$ cat config.mk
export PLATFORM = sky130hd
export DESIGN_NAME = call_seq_ctrl
export DESIGN_NICKNAME = d
export VERILOG_FILES = /design/src/rtl/call_ctrl_pkg.sv /design/src/rtl/in_debounce.sv /design/src/rtl/call_seq_ctrl.sv
export SDC_FILE = /design/constraint.sdc
export NUM_CORES = 1
export LEC_CHECK = 0
export BUFFER_PORTS_ARGS = -buffer_cell sky130_fd_sc_hd__buf_2
export CORE_MARGIN = 2
export CORE_UTILIZATION = 40
export DETAILED_ROUTE_END_ITERATION = 16
export GPL_TIMING_DRIVEN = 0
export SYNTH_ARGS = -nofsm -noshare
export SYNTH_HDL_FRONTEND = slang
export SYNTH_HIERARCHICAL = 1
export SYNTH_SLANG_ARGS = --single-unit
export TNS_END_PERCENT = 1
$ cat constraint.sdc
create_clock -name clk -period 8.75 [get_ports clk]
set_clock_uncertainty 0.05 [all_clocks]
set_input_delay 0.875 -clock clk [delete_from_list [all_inputs] [get_ports clk]]
set_output_delay 0.875 -clock clk [all_outputs]
set_load 0.02 [all_outputs]
$ cat src/rtl/call_ctrl_pkg.sv
// Shared types and constants for the call sequencing controller.
package call_ctrl_pkg;

    typedef enum logic [1:0] {
        StIdle   = 2'd0,
        StArmed  = 2'd1,
        StActive = 2'd2,
        StDone   = 2'd3
    } call_state_e;

    localparam logic [3:0] CODE_BLANK  = 4'hF;
    localparam logic [3:0] CODE_DASH   = 4'hA;
    localparam logic [6:0] ELAPSED_MAX = 7'd99;

    // Zero means the mode has no time limit.
    function automatic logic [6:0] mode_limit(input logic [1:0] mode);
        case (mode)
            2'd1:    return 7'd10;
            2'd2:    return 7'd30;
            2'd3:    return 7'd60;
            default: return 7'd0;
        endcase
    endfunction

endpackage

$ cat src/rtl/in_debounce.sv
// Two-flop synchronizer, debounce counter and rising-edge event pulse for one raw button.
module in_debounce #(
    parameter int unsigned DEBOUNCE_TICKS = 1_000_000
) (
    input  logic clk,
    input  logic reset,
    input  logic raw,
    output logic rise
);

    localparam int unsigned CW = (DEBOUNCE_TICKS > 1) ? $clog2(DEBOUNCE_TICKS) : 1;

    logic          sync1_q, sync2_q;
    logic          level_q, level_prev_q;
    logic [CW-1:0] cnt_q;

    always_ff @(posedge clk) begin
        if (reset) begin
            sync1_q      <= 1'b0;
            sync2_q      <= 1'b0;
            level_q      <= 1'b0;
            level_prev_q <= 1'b0;
            cnt_q        <= '0;
        end else begin
            sync1_q      <= raw;
            sync2_q      <= sync1_q;
            level_prev_q <= level_q;
            // Counter only runs while the synchronized value disagrees with the level.
            if (sync2_q != level_q) begin
                if (cnt_q == CW'(DEBOUNCE_TICKS - 1)) begin
                    level_q <= sync2_q;
                    cnt_q   <= '0;
                end else begin
                    cnt_q <= cnt_q + CW'(1);
                end
            end else begin
                cnt_q <= '0;
            end
        end
    end

    assign rise = level_q & ~level_prev_q;

endmodule

$ cat src/rtl/call_seq_ctrl.sv
// Call sequencing controller: conditioned button events drive IDLE/ARMED/ACTIVE/DONE with
// per-mode time limits and registered digit codes for the 7-segment decoders.
module call_seq_ctrl
    import call_ctrl_pkg::*;
#(
    parameter int unsigned TICKS_PER_SEC  = 50_000_000,
    parameter int unsigned DEBOUNCE_TICKS = 1_000_000,
    parameter int unsigned ARM_SEC        = 5,
    parameter int unsigned HOLD_SEC       = 3
) (
    input  logic       clk,
    input  logic       reset,
    input  logic [1:0] mode_in,
    input  logic       write_mode,
    input  logic       hooked,
    input  logic       unhooked,
    output logic [1:0] state,
    output logic [3:0] mode_code,
    output logic [3:0] act1_code,
    output logic [3:0] act2_code,
    output logic       timeout
);

    localparam int unsigned PW      = (TICKS_PER_SEC > 1) ? $clog2(TICKS_PER_SEC) : 1;
    localparam int unsigned SEC_MAX = (ARM_SEC > HOLD_SEC) ? ARM_SEC : HOLD_SEC;
    localparam int unsigned SW      = (SEC_MAX > 1) ? $clog2(SEC_MAX + 1) : 1;

    logic wr_rise, hook_rise, unhook_rise;

    in_debounce #(.DEBOUNCE_TICKS(DEBOUNCE_TICKS)) u_deb_write (
        .clk   (clk),
        .reset (reset),
        .raw   (write_mode),
        .rise  (wr_rise)
    );

    in_debounce #(.DEBOUNCE_TICKS(DEBOUNCE_TICKS)) u_deb_hook (
        .clk   (clk),
        .reset (reset),
        .raw   (hooked),
        .rise  (hook_rise)
    );

    in_debounce #(.DEBOUNCE_TICKS(DEBOUNCE_TICKS)) u_deb_unhook (
        .clk   (clk),
        .reset (reset),
        .raw   (unhooked),
        .rise  (unhook_rise)
    );

    call_state_e   state_q, state_d;
    logic [1:0]    mode_q, mode_d;
    logic [6:0]    elapsed_q, elapsed_d;
    logic [SW-1:0] sec_q, sec_d;
    logic [PW-1:0] presc_q, presc_d;
    logic          timeout_q, timeout_d;
    logic [3:0]    act1_q, act1_d, act2_q, act2_d;

    logic       tick;
    logic       ev_unhook, ev_hook, ev_write;
    logic [6:0] limit, elapsed_inc;

    assign tick        = (presc_q == PW'(TICKS_PER_SEC - 1));
    assign limit       = mode_limit(mode_q);
    assign elapsed_inc = elapsed_q + 7'd1;

    // Only the highest-priority event of a cycle survives.
    assign ev_unhook = unhook_rise;
    assign ev_hook   = hook_rise & ~unhook_rise;
    assign ev_write  = wr_rise & ~hook_rise & ~unhook_rise;

    always_comb begin
        state_d   = state_q;
        mode_d    = mode_q;
        elapsed_d = elapsed_q;
        sec_d     = sec_q;
        timeout_d = timeout_q;
        presc_d   = tick ? '0 : presc_q + PW'(1);

        case (state_q)
            StIdle: begin
                if (ev_write) begin
                    mode_d  = mode_in;
                    state_d = StArmed;
                end else if (ev_hook) begin
                    state_d   = StActive;
                    elapsed_d = '0;
                end
            end
            StArmed: begin
                if (ev_hook) begin
                    state_d   = StActive;
                    elapsed_d = '0;
                end else if (ev_write) begin
                    mode_d = mode_in;
                    sec_d  = '0;
                end else if (tick) begin
                    if (sec_q == SW'(ARM_SEC - 1)) state_d = StIdle;
                    else                           sec_d   = sec_q + SW'(1);
                end
            end
            StActive: begin
                if (ev_unhook) begin
                    state_d   = StDone;
                    timeout_d = 1'b0;
                end else if (tick) begin
                    if (elapsed_q != ELAPSED_MAX) elapsed_d = elapsed_inc;
                    if (limit != 7'd0 && elapsed_inc == limit) begin
                        state_d   = StDone;
                        timeout_d = 1'b1;
                    end
                end
            end
            StDone: begin
                if (ev_hook) begin
                    state_d   = StActive;
                    elapsed_d = '0;
                    timeout_d = 1'b0;
                end else if (tick) begin
                    if (sec_q == SW'(HOLD_SEC - 1)) begin
                        state_d   = StIdle;
                        timeout_d = 1'b0;
                    end else begin
                        sec_d = sec_q + SW'(1);
                    end
                end
            end
            default: state_d = StIdle;
        endcase

        if (state_d != state_q) begin
            presc_d = '0;
            sec_d   = '0;
        end

        case (state_d)
            StIdle: begin
                act1_d = CODE_BLANK;
                act2_d = CODE_BLANK;
            end
            StArmed: begin
                act1_d = CODE_DASH;
                act2_d = CODE_DASH;
            end
            default: begin
                act1_d = 4'(elapsed_d / 7'd10);
                act2_d = 4'(elapsed_d % 7'd10);
            end
        endcase
    end

    always_ff @(posedge clk) begin
        if (reset) begin
            state_q   <= StIdle;
            mode_q    <= 2'd0;
            elapsed_q <= '0;
            sec_q     <= '0;
            presc_q   <= '0;
            timeout_q <= 1'b0;
            act1_q    <= CODE_BLANK;
            act2_q    <= CODE_BLANK;
        end else begin
            state_q   <= state_d;
            mode_q    <= mode_d;
            elapsed_q <= elapsed_d;
            sec_q     <= sec_d;
            presc_q   <= presc_d;
            timeout_q <= timeout_d;
            act1_q    <= act1_d;
            act2_q    <= act2_d;
        end
    end

    assign state     = state_q;
    assign mode_code = {2'b00, mode_q};
    assign act1_code = act1_q;
    assign act2_code = act2_q;
    assign timeout   = timeout_q;

endmodule

# --- After elaboration in Yosys (flattened, before gate mapping) ---
# Cells that the tools add are included.
totals:
  word_cells: 133
  register_bits: 121
  input_bits: 7
op_classes:
  bitwise_logic: 14
  n_div: 2
  mux: 40
  reduce_logical: 19
  n_eq_ne: 29
  add_sub_neg: 6
ops:
  columns: ["cell", "n"]
  rows:
  - ["adder 20 x 1 -> 20 bit (second input constant)", 3]
  - ["== test 20 bit (second input constant)", 3]
  - ["2-to-1 mux 7 bit", 5]
  - ["2-to-1 mux 2 bit", 14]
  - ["adder 26 x 1 -> 26 bit (second input constant)", 1]
  - ["== test 26 bit (second input constant)", 1]
  - ["2-to-1 mux 3 bit", 7]
  - ["case mux 7 bit (3 select lines)", 1]
  - ["inequality test 3 bit (second input constant)", 6]
  - ["case mux 6 bit (3 select lines)", 1]
  - ["case mux 4 bit (2 select lines)", 2]
  - ["OR reduction 3 bit", 4]
  - ["== test 2 bit (second input constant)", 4]
  - ["inequality test 2 bit (second input constant)", 4]
  - ["NOT 1 bit", 8]
  - ["case mux 2 bit (4 select lines)", 1]
  - ["AND reduction 2 bit", 4]
  - ["adder 7 x 1 -> 7 bit (second input constant)", 1]
  - ["divider 7 x 4 -> 7 bit (second input constant)", 1]
  - ["== test 7 bit", 1]
  - ["modulo 7 x 4 -> 7 bit (second input constant)", 1]
  - ["inequality test 7 bit (second input constant)", 1]
  - ["AND reduction 7 bit", 1]
  - ["nonzero test 7 bit", 1]
  - ["other kinds (16)", 34]

# --- Longest topological paths before layout ---
logic_depth:
  word_depth: 10
  ltp_mapped: 19
  ltp_nobuf: 16

# --- Cells and area by module ---
# Netlist, hierarchy kept.
modules_own_cells:
  columns: ["mod", "n_inst", "cells_per_inst", "area_per_inst_um2", "seq_area_each_um2"]
  rows:
  - ["call_seq_ctrl", 1, 362, 2969.1, 980.9]
  - ["in_debounce (u_deb_hook ...)", 2, 116, 1051.0, 480.5]
  - ["in_debounce (u_deb_write)", 1, 120, 1076.0, 480.5]

# --- Least setup slack after synthesis ---
# Ideal clock, no wire load.
synth_path:
  path_type: "register -> register"
  start: "register presc_q[10]"
  end: "register act2_q[2] (netlist: act2_code[2])"
  setup_time_ns: 0.128
  path_buffers: 3
  t_arrival_ns: 3.920
  stages_incl_launch_ff: 19
  path_slack_ns: 4.652
  path_cell_list: "dfxtp_1 > or4b_1 > or4_1 > buf_4 > nor3_2 > mux2_2 > buf_6 > nand2_2 > nand2_1 > nand3_1 > nor3b_1 > ha_1 > clkbuf_1 > o21ai_1 > a32oi_1 > nand3_1 > a31oi_4 > o22a_1 > o21ai_1"
synth_via:
  elab_chain_len: 7
  elab_cells_between_ends: 16
  classes_between: "div (1); eq/ne (2); mux (12); reduce/logical (1)"
synth_rtl:
  columns: ["item", "line_no", "source"]
  rows:
  - ["start, declared", "call_seq_ctrl.sv:55", "logic [PW-1:0] presc_q, presc_d;"]
  - ["start signal, assigned", "call_seq_ctrl.sv:167", "presc_q <= presc_d;"]
  - ["== test 26 bit *", "call_seq_ctrl.sv:63", "assign tick = (presc_q == PW'(TICKS_PER_SEC - 1));"]
  - ["branches (longest 5 deep; another with modulo 7 x 4 -> 7 bit)", null, null]
  - ["case mux 4 bit (2 select lines) *", "call_seq_ctrl.sv:136", "case (state_d)"]
  - ["end signal, assigned", "call_seq_ctrl.sv:170", "act2_q <= act2_d;"]
  - ["end, declared", "call_seq_ctrl.sv:57", "logic [3:0] act1_q, act1_d, act2_q, act2_d;"]
# Every way passes the cells marked *.
# A chain may end at the register's enable or synchronous reset.

# --- Worst setup path after layout ---
# Ends and elaborated chain as after synthesis.

==> out/results.ini <==
[timing]
fin_setup_tns_ps = 0
period_share_pct = 55.4
hold_viol_final = 0
slew_headroom_pct = 47.1
final.min_clock_period_ps = 4850
worst_slew_pin_slew_ps = 794
timing.final.ws_setup_ps = 3900
drv_slew = 0
rsz0062_at_grt = false
max_clock_freq_mhz = 206
finalSetupViolations = 0

[logic_synthesis]
post_synth_and_or_nand_nor_area_fraction_pct = 30.4
synth_cells = 714
synth_compound_area_share_pct = 10.8
synth-edff-count = 0
ys.flop_type = dfxtp_1
synth_async_sr_flop_share_pct = 0
ys_seq_elements = 121
synth_area_leaders = dfxtp_1 39%, nor2_1 7.1%, xnor2_1 7.0%
yosysTopAreaCell = dfxtp_1
yosysSeqAreaShare_pct = 39.4
synth_top_area_share_pct = 39.4
syn_avg_cell_area_sq_um = 8.61
synth_xor_area_share_pct = 11.3
synthAdderAreaFrac_pct = 3.18
yosysWarnings = 6
synthDistinctLibCells = 76
synth_top_family_by_area = simple AND/OR/NAND/NOR gates
synth_mux_area_share_pct = 1.06
netlist_area_sq_um = 6150

[cells_and_area]
fin_util_pct = 46.7
antennaDiodeCount = 0
fin_cells = 953
fin_nets = 774
syn2layout_area_growth_pct = 14.7
drive_above_1_share_pct = 12.9
regArea_sq_um = 2420
fillers = 1442
multiInputGateArea_sq_um = 3490

[detailed_routing]
ant_nets = 0
viasPerCell = 5.40
wl_per_cell_um = 13.8
drt_pre_antenna_iters = 5
drt-initial-drc-count = 302
via_count = 5144
drc = 0
drt-total-wl_um = 13200

[worst_setup_path]
path_class = reg2reg
cp.required_ps = 8990
reg2reg_depth = 16
worstSetupStartpointType = flip-flop
cp_max_fo = 10
r2r_slack_ps = 3900
cp_data_arrival_time_ps = 5080
worstSetupEndpointType = flip-flop

[clock_network]
ctsLongestPathBuffers = 2
clk_pin_slew_worst_paths_ps = 60
htree_num_levels = 4
post_cts_buffers = 0
cts_tree = yes
postCtsHoldBufs = 0
cts_sinks = 121
cts_made_buffers = 17
cts_resized = 0
root_buffer = clkbuf_16
clock_latency_ps = 420

[grt]
grt_start_max_net_pins = 24
grt_pass1_wl_um = 22700
grt_pass1_vias = 4930
antenna_found_initial = 0
grt_util_all_layers_pct = 17.0
grt_overflow = 0

[place]
dp_slack_ps = 3980
dpl.cell_count = 922
io_buffer_count = 19
hpwl_um = 9390
routabilityCongestion = 0.835

[die]
row_count = 45
pin_count = 22
dieArea_sq_um = 16400
core-area_sq_um = 15100
initial_core_util_pct = 40.7
die_w_um = 128
dieHeight_um = 128

[status]
outcome = completed

[flow_run]
drv_cap = 0

[worst_hold_path]
hold_path_depth = 1
hold_class = reg2reg

[pwr]
ir_drop_mv = 0.138
p_leak_uw = 0.00230
powerDensity_nw_per_um2 = 177
finalPower_uw = 1250

[layer usage]
| layer | vias to the layer above | share of wire [%] | track usage [%] |
|---|---|---|---|
| met2 | 85 | 46 | 26.9 |
| met1 | 2435 | 49 | 22.0 |
| met3 | 16 | 3.2 | 4.30 |
| met5 | - | 0 | 0 |
| met4 | 0 | 1.6 | 7.76 |
| li1 | 2608 | - | - |
[registers in the layout (all words and copies together), names as in the netlist, 2 cells and up]
signal              flops
act1_code               4
act2_code               4
elapsed_q               7
mode_q                  2
presc_q                26
sec_q                   3
state                   2
u_deb_hook/cnt_q       20
u_deb_unhook/cnt_q     20
u_deb_write/cnt_q      20
[final timing paths]
kind | from | endpoint
max reg2reg | presc_q[10] | act2_code[2]
max | presc_q[10] | act2_code[2]
min reg2reg | u_deb_write/sync1_q | u_deb_write/sync2_q
min | u_deb_write/sync1_q | u_deb_write/sync2_q
[cell usage after synthesis, types with 6 or more instances]
| master | instances |
|---|---|
| dfxtp_1 | 121 |
| clkbuf_1 | 7 |
| and3_1 | 8 |
| nand4_1 | 33 |
| nand2_1 | 32 |
| or3_1 | 7 |
| and4_1 | 6 |
| inv_1 | 26 |
| ha_1 | 14 |
| a21oi_1 | 24 |
| nor2_1 | 117 |
| nor4_1 | 20 |
| nor3_1 | 20 |
| buf_2 | 7 |
| o21ai_0 | 24 |
| xor2_1 | 30 |
| nand3_1 | 39 |
| xnor2_1 | 49 |
| nor2b_1 | 18 |
[critical path, stage by stage (launching register included)]
cell and delay, ps:
dfxtp_1 340, or4b_1 540, nor4_1 550, nand3_2 320, a221oi_2 770, nor2_1 160
nand2_1 120, a21oi_1 70, nor3b_1 250, ha_1 190, clkbuf_1 340, o21ai_1 130
a32oi_1 230, nand3_1 180, a31oi_4 230, o22a_1 170, o21ai_1 50
[power breakdown]
| part | leakage [uW] | total, uW | switching [uW] | internal, uW |
|---|---|---|---|---|
| clock | 0.000272 | 675 | 251 | 424 |
| sequential | 0.000977 | 556 | 2.15 | 554 |
| combinational | 0.00105 | 16.5 | 10.7 | 5.77 |
| total | 0.00230 | 1250 | 264 | 984 |
[placed cells by master, fill, tap and decap left out, drive strengths merged, types with 4 or more instances in the layout]
cell	count
nor2	120
dfxtp	121
nor3	21
nor4	21
or4	5
nand2b	4
nand4	35
clkinv	5
o21ai	30
xor2	30
mux2	4
a31oi	6
a21oi	24
nor3b	5
nand3	40
xnor2	49
or3	9
nand2	34
clkbuf	29
nand3b	4
nor2b	18
and4	6
inv	27
or2	5
a31o	4
ha	14
buf	33
and3	8
[cell families (layout without fill, tap and decap cells)]
logic type,Yosys count,after routing
simple gates,349,349
flops,121,121
compound gates,93,93
xor+xnor,79,79
buf+inv,49,99
fa+ha+maj,16,16
mux,6,6
other cells,1,2
[stage by stage]
| stage | cell area (sq um) | hold WS [ps] |
|---|---|---|
| 2_1_floorplan | 6150 | 364 |
| 3_3_place_gp | 6480 | 375 |
| 3_5_place_dp | 6480 | 375 |
| 4_1_cts | 7050 | 383 |
| 5_1_grt | 7050 | 405 |
| 6_report | 7050 | 380 |
[layout make-up]
class	count	area share [%]
multi-input cells	545	49.5
flip-flops and latches	121	34.4
clock buffers	20	6.33
well taps	188	3.34
plain buffers	23	1.97
clock inverters	11	1.76
inverters	26	1.38
repair buffers	19	1.35
No activity file was read; power rests on OpenSTA's default activity.
